File: src/rtl/dec_scan_ctrl.sv
// Scan sequencer for a 3-to-8 decoder: steps a[2:0] through the channels set in mask,
// holding en high for DWELL cycles per channel with BLANK cycles of en=0 between channels.
module dec_scan_ctrl #(
  parameter int DWELL = 4,
  parameter int BLANK = 1,
  parameter int CNT_W = 8
) (
  input  logic       clk,
  input  logic       rst_n,
  input  logic       start,
  input  logic       stop,
  input  logic [7:0] mask,
  output logic [2:0] a,
  output logic       en,
  output logic       busy,
  output logic       frame_done
);

  typedef enum logic [1:0] {S_IDLE, S_DWELL, S_BLANK} state_t;

  localparam logic [CNT_W-1:0] DW_LAST = CNT_W'(DWELL - 1);
  localparam logic [CNT_W-1:0] BL_LAST = CNT_W'((BLANK > 0) ? BLANK - 1 : 0);

  state_t           st;
  logic [CNT_W-1:0] timer;
  logic [2:0]       nxt_ch, first_ch, idx;
  logic             last_slot;

  // Walk from farthest to nearest so the nearest set bit after a wins; a itself is the fallback.
  always_comb begin
    nxt_ch   = a;
    idx      = '0;
    first_ch = '0;
    for (int k = 7; k >= 1; k--) begin
      idx = a + 3'(k);
      if (mask[idx]) nxt_ch = idx;
    end
    for (int i = 7; i >= 0; i--)
      if (mask[i]) first_ch = 3'(i);
  end

  assign last_slot = (st == S_DWELL && timer == DW_LAST && BLANK == 0) ||
                     (st == S_BLANK && timer == BL_LAST);

  always_ff @(posedge clk or negedge rst_n) begin
    if (!rst_n) begin
      st         <= S_IDLE;
      a          <= '0;
      en         <= 1'b0;
      busy       <= 1'b0;
      frame_done <= 1'b0;
      timer      <= '0;
    end else begin
      frame_done <= 1'b0;
      if (stop) begin
        st    <= S_IDLE;
        en    <= 1'b0;
        busy  <= 1'b0;
        timer <= '0;
      end else if (last_slot) begin
        timer <= '0;
        if (mask == 8'h00) begin
          st   <= S_IDLE;
          en   <= 1'b0;
          busy <= 1'b0;
        end else begin
          st         <= S_DWELL;
          a          <= nxt_ch;
          en         <= 1'b1;
          frame_done <= (nxt_ch <= a);
        end
      end else begin
        case (st)
          S_IDLE: begin
            if (start && mask != 8'h00) begin
              st    <= S_DWELL;
              a     <= first_ch;
              en    <= 1'b1;
              busy  <= 1'b1;
              timer <= '0;
            end
          end
          S_DWELL: begin
            if (timer == DW_LAST) begin
              st    <= S_BLANK;
              en    <= 1'b0;
              timer <= '0;
            end else begin
              timer <= timer + 1'b1;
            end
          end
          S_BLANK: timer <= timer + 1'b1;
          default: st <= S_IDLE;
        endcase
      end
    end
  end

endmodule

File: config.mk
export PLATFORM = sky130hd
export DESIGN_NAME = dec_scan_ctrl
export DESIGN_NICKNAME = d
export VERILOG_FILES = /design/src/rtl/dec_scan_ctrl.sv
export SDC_FILE = /design/constraint.sdc
export NUM_CORES = 1
export LEC_CHECK = 0
export CORE_UTILIZATION = 39
export CTS_BUF_LIST = sky130_fd_sc_hd__clkbuf_2
export DETAILED_ROUTE_END_ITERATION = 16
export GPL_TIMING_DRIVEN = 0
export PLACE_DENSITY_LB_ADDON = 0.2
export SYNTH_ARGS = -nofsm -noshare
export SYNTH_HDL_FRONTEND = slang
export SYNTH_SLANG_ARGS = --single-unit
File: constraint.sdc
create_clock -name clk -period 3.4 [get_ports clk]
set_input_delay 0.85 -clock clk [delete_from_list [all_inputs] [get_ports clk]]
set_output_delay 0.85 -clock clk [all_outputs]
set_load 0.02 [all_outputs]
==> results of run 1 <==
## where the power goes
part | internal, mW | switching (mW)
logic | 1.15 | 1.18
registers | 0.235 | 0.0470
clock network | 0.0256 | 0.0648
total | 1.41 | 1.29
## cell families (layout without fill, tap and decap cells)
logic type | count (synthesis) | in the layout | synth area share (%)
DFF | 16 | 16 | 20.1
xor gates and xnor gates | 3 | 3 | 1.32
AOI/OAI and AO/OA | 64 | 64 | 22.7
adders and majority gates | 12 | 12 | 7.55
muxes | 31 | 31 | 23.2
buffers and inverters | 29 | 61 | 7.23
and+or+nand+nor | 70 | 70 | 17.9
## repair_timing
| item | 4_1_cts | 5_1_grt |
|---|---|---|
| setup buffers | 7 | 8 |
| gates resized for setup | 11 | 12 |
| endpoints found under the setup margin | 1 | 1 |
| pin swaps | 1 | 13 |
## synthesized netlist by cell type (all sizes together), types with 3 or more instances
library cell | number | area, um2
o21ai | 16 | 80.1
mux4 | 11 | 248
nand2 | 20 | 75.1
nand2b | 6 | 37.5
o21bai | 4 | 30.0
o31ai | 5 | 37.5
mux2i | 12 | 120
ha | 12 | 150
mux2 | 8 | 93.8
clkbuf | 4 | 15.0
nor4 | 3 | 25.0
nor2 | 16 | 60.1
nand3 | 5 | 25.0
dfrtp | 16 | 400
and3 | 7 | 43.8
inv | 17 | 63.8
buf | 8 | 65.1
nor3 | 3 | 15.0
a31oi | 4 | 25.0
a21oi | 8 | 43.8
## worst register-to-register path: cells and delay by family (launching register included)
kind / cells / cell delay [ns]
simple gates: 2 / 0.73
buf+inv: 2 / 0.23
compound gates: 6 / 0.75
flops: 1 / 0.45
fa+ha+maj: 2 / 0.63
mux: 1 / 0.49
## through the flow
step | total power [mW] | setup slack, ns
6_report | 2.70 | 0.0412
5_1_grt | 2.90 | -0.136
4_1_cts | 2.35 | 0.0249
3_5_place_dp | 2.12 | -0.458
3_3_place_gp | 2.11 | -0.477
2_1_floorplan | 1.73 | 0.0316
## per-layer routing
metal / up-vias / global-route usage (%) / wire [um]
li1: 921 / - / -
met1: 912 / 29.9 / 2480
met2: 70 / 34.0 / 2410
met3: 2 / 1.37 / 292
met4: 0 / 2.78 / 19
met5: - / 0 / 0
## state kept, by name, indices dropped and copies added (netlist names)
register and count:
busy 1, st 2, en 1, timer 8
frame_done 1, a 3
## cell type report
| cell class | instances | area (um2) |
|---|---|---|
| fill | 475 | 2390 |
| clock inverter | 1 | 3.75 |
| tap | 67 | 83.8 |
| multi-input combinational | 180 | 1520 |
| buffer | 12 | 95.1 |
| inverter | 17 | 71.3 |
| sequential | 16 | 402 |
| timing repair buffer | 28 | 238 |
| clock buffer | 3 | 15.0 |
## path summary, 6_finish.rpt
check | startpoint | endpoint | depth (start not counted)
min | en | en | 2
max | a[1] | frame_done | 13
max reg2reg | a[1] | frame_done | 13
min reg2reg | en | en | 2
min in group asynchronous | rst_n | timer[0] | 1
max in group asynchronous | rst_n | a[1] | 1
## cell usage in the layout (no fill, tap or decap), drive strengths merged, types with 6 or more instances in the layout
cell type      count
mux2i             12
o21ai             16
nand2b             6
inv               15
mux4              11
dfrtp             16
ha                12
mux2               8
clkdlybuf4s50      9
nand2             20
clkbuf             6
buf               24
and3               7
a21oi              8
nor2              16
==> flow_metrics.py, run 1 <==
metrics = {
    "global_route": {
        "grt_pass1_vias": 1770,
        "grt_antenna_before_repair": 0,
        "grt_usage_pct": 20.4,
        "grt_remaining_overflow": 0,
        "grt_pass1_wl_um": 8650,
        "grt_max_degree": 17,
    },
    "clock_tree": {
        "ctsHoldBuffers": 0,
        "insertion_delay_ns": 0.30,
        "clockBufferDepth": 2,
        "root_buffer": "clkbuf_2",
        "htreeDepth": 1,
        "path_clk_slew_ns": 0.16,
        "cts_tree": "built",
        "clock_sinks": 16,
        "cts_buffers": 3,
    },
    "critical_path": {
        "worstPathRequired_ns": 3.61,
        "start_kind": "register",
        "crit_chain": "buf_8 -> clkinvlp_4 -> ha_4 -> mux4_2 -> o2bb2ai_1 -> or4_4 -> a21oi_4 -> a211oi_2 -> ha_1 -> a21o_1 -> a21oi_2 -> a31oi_1 -> nor4_1",
        "worstSetupEndpointType": "register",
        "crit_type": "register to register",
        "slowest_delay_ns": 0.50,
        "cp.arrival_ns": 3.57,
        "crit_fanout": 3,
        "r2r_slack_ns": 0.04,
        "cpLargestDelayFamily": "compound AO/OA/AOI/OAI gates",
        "cp_slowest_cell": "or4_4",
        "crit_buf_inv": 2,
    },
    "sta": {
        "fin_setup_tns_ns": 0,
        "skew_ns": 0.000969,
        "tightestPinTransition_ns": 0.755,
        "finalHoldViolCount": 0,
        "holdWs_ns": 0.513,
        "post-route-min-period_ns": 3.36,
        "finalSetupViolations": 0,
        "fin_crit_sh_pct": 98.8,
        "rsz0062_at_grt": "true",
        "fmax_mhz": 298,
        "relSlewSlack_pct": 49.5,
        "slew_viol_final": 0,
    },
    "floorplanning": {
        "ios": 18,
        "core_region_area_um2": 4820,
        "die_h_um": 73.4,
        "start_util_pct": 41.3,
        "die_area_um2": 5390,
        "rows": 25,
        "die_w_um": 73.4,
    },
    "routing": {
        "postRouteAntennaNets": 0,
        "post_drt_via_cell_ratio": 5.88,
        "vias": 1905,
        "wirelength_um": 5200,
        "post_drt_wl_per_cell_um": 16.1,
        "drc": 0,
        "dr.pass1.iters": 4,
        "drt_iter0_markers": 173,
    },
    "yosys": {
        "ys_types": 56,
        "async_reset_ff_share_pct": 100,
        "synth_area_um2": 1990,
        "synth_top_flop_cell": "dfrtp_1",
        "syn_nets": 249,
        "yosysSeqAreaShare_pct": 20.1,
        "synth_edf_count": 0,
        "synth_area_per_cell_um2": 8.84,
        "synthCells": 225,
        "ys_ff_latch": 16,
        "ys_warn_count": 0,
    },
    "pwr": {
        "ir_drop_mv": 0.434,
        "p_leak_nw": 0.999,
        "power_density_nw_per_um2": 1110,
    },
    "layout": {
        "postLayoutCoreUtil_pct": 50.4,
        "drive_above_1_share_pct": 25.7,
        "fin_nets": 282,
        "area_growth_pct": 22.1,
        "final_cells": 324,
        "fin_area_um2": 2430,
        "antenna_cells": 0,
    },
    "status": {
        "outcome": "complete, no violations",
    },
    "run": {
        "drv_cap": 0,
    },
    "place": {
        "place_area_um2": 2220,
        "placed_cells": 305,
        "gp_congestion": 0.913,
        "portBuffers": 13,
        "dp_hpwl_um": 3640,
    },
    "hold_path": {
        "hp-class": "register to register",
    },
}
No activity file was read; power rests on OpenSTA's default activity.
==> run 2: changes to the inputs <==
- CORE_ASPECT_RATIO: default -> 0.7
==> flow_metrics.py, run 2 (same netlist as run 1, synthesis figures left out) <==
metrics = {
    "global_route": {
        "grt_antenna_before_repair": 0,
        "grt_usage_pct": 19.8,
        "grt_max_degree": 17,
        "grt_pass1_wl_um": 8030,
        "grt_pass1_vias": 1516,
        "grt_remaining_overflow": 0,
    },
    "sta": {
        "slew_viol_final": 0,
        "finalHoldViolCount": 0,
        "fin_ws_ns": 0.0286,
        "finalSetupViolations": 0,
        "post-route-min-period_ns": 3.37,
        "fin_crit_sh_pct": 99.2,
        "tightestPinTransition_ns": 0.735,
        "skew_ns": 0.00843,
        "holdWs_ns": 0.521,
        "fmax_mhz": 297,
        "relSlewSlack_pct": 50.8,
        "rsz0062_at_grt": "true",
    },
    "place": {
        "gp_congestion": 0.886,
        "place_area_um2": 2220,
        "portBuffers": 13,
        "dp_worst_setup_slack_ns": -0.541,
        "dp_hpwl_um": 3840,
        "placed_cells": 307,
    },
    "pwr": {
        "p_leak_nw": 1.01,
        "power_density_nw_per_um2": 1140,
        "ir_drop_mv": 0.317,
    },
    "routing": {
        "vias": 1962,
        "drc": 0,
        "postRouteAntennaNets": 0,
        "post_drt_wl_per_cell_um": 16.6,
        "drt_iter0_markers": 171,
        "wirelength_um": 5450,
        "dr.pass1.iters": 4,
        "post_drt_via_cell_ratio": 5.98,
    },
    "clock_tree": {
        "path_clk_slew_ns": 0.17,
        "clockBufferDepth": 2,
        "root_buffer": "clkbuf_2",
        "htreeDepth": 1,
        "clock_sinks": 16,
        "cts_buffers": 3,
        "insertion_delay_ns": 0.31,
        "cts_tree": "built",
    },
    "floorplanning": {
        "die_area_um2": 5400,
        "die_h_um": 61.8,
        "ios": 18,
        "core_region_area_um2": 4830,
        "rows": 21,
        "die_w_um": 87.4,
        "start_util_pct": 41.1,
    },
    "critical_path": {
        "start_kind": "register",
        "crit_fanout": 8,
        "worstPathRequired_ns": 3.63,
        "worstSetupEndpointType": "register",
        "crit_type": "register to register",
        "cp.arrival_ns": 3.60,
    },
    "layout": {
        "final_cells": 328,
        "layout.cells.most_common_list": "nand2_1, buf_4, nor2_1",
        "top_register": "timer",
        "area_growth_pct": 23.9,
        "fin_area_um2": 2460,
        "largest_reg_flops": 8,
        "final_common_cell": "nand2_1",
        "antenna_cells": 0,
        "top_regs": "timer: 8 flops, a: 3 flops, st: 2 flops",
        "drive_above_1_share_pct": 27.8,
        "fin_nets": 284,
    },
    "status": {
        "outcome": "complete, no violations",
    },
    "hold_path": {
        "hp-class": "register to register",
    },
    "run": {
        "drv_cap": 0,
    },
}
[run 2: per-layer routing]
layer	track usage, %	wire length [um]
met2	24.4	2130
met1	34.1	2800
met5	0	0
met3	3.57	482
met4	3.28	33
[run 2: critical path: stages, from the launching register on]
cell        delay (ns)
dfrtp_2           0.42
buf_8             0.14
clkinvlp_4        0.11
ha_4              0.31
mux4_2            0.51
o2bb2ai_2         0.13
or4_4             0.49
a21oi_4           0.16
a211oi_2          0.10
ha_1              0.33
a21o_1            0.18
a21oi_2           0.14
a31oi_2           0.06
nor4_1            0.21
[run 2: timing repair]
action,in CTS,in global routing
buffers inserted,5,12
setup endpoints to repair,1,1
endpoints found under the hold margin,0,0
cloned,0,0
pin swaps,0,11
resized for setup,11,15
hold buffers,0,0
[run 2: metrics by stage]
step / util [%] / TNS, ns / power, mW
finish: 51.0 / 0 / 2.81
CTS: 47.6 / 0 / 2.34
global route: 51.0 / -0.107 / 3.01
floorplan: - / 0 / 1.73
global placement: 45.9 / -0.545 / 2.13
detailed placement: 45.9 / -0.541 / 2.13
[run 2: power breakdown]
group	internal [mW]	leakage, nW	switching, mW
clock network	0.0256	0.0140	0.0670
registers	0.235	0.211	0.0472
logic	1.19	0.785	1.25
[run 2: cell type report]
class	instances	area, um2
fill	470	2370
inverter	17	71.3
clock buffer	3	15.0
tap	69	86.3
timing repair buffer	30	253
sequential	16	402
clock inverter	1	3.75
multi-input combinational	180	1540
buffer	12	98.8
[run 2: path summary, 6_finish.rpt]
path,start,endpoint,slack (ns),depth (start not counted)
setup / recovery,a[1],frame_done,0.03,13
hold / removal,timer[7],timer[7],0.52,1
setup reg to reg,a[1],frame_done,0.03,13
hold reg to reg,timer[7],timer[7],0.52,1
max in group asynchronous,rst_n,a[1],1.96,1
min in group asynchronous,rst_n,st[1],0.94,1
==> run 3: changes to the inputs <==
- GPL_ROUTABILITY_DRIVEN: default -> 0
==> results of run 3 <==
The final DEF is identical to that of run 2; final timing and power are the same.
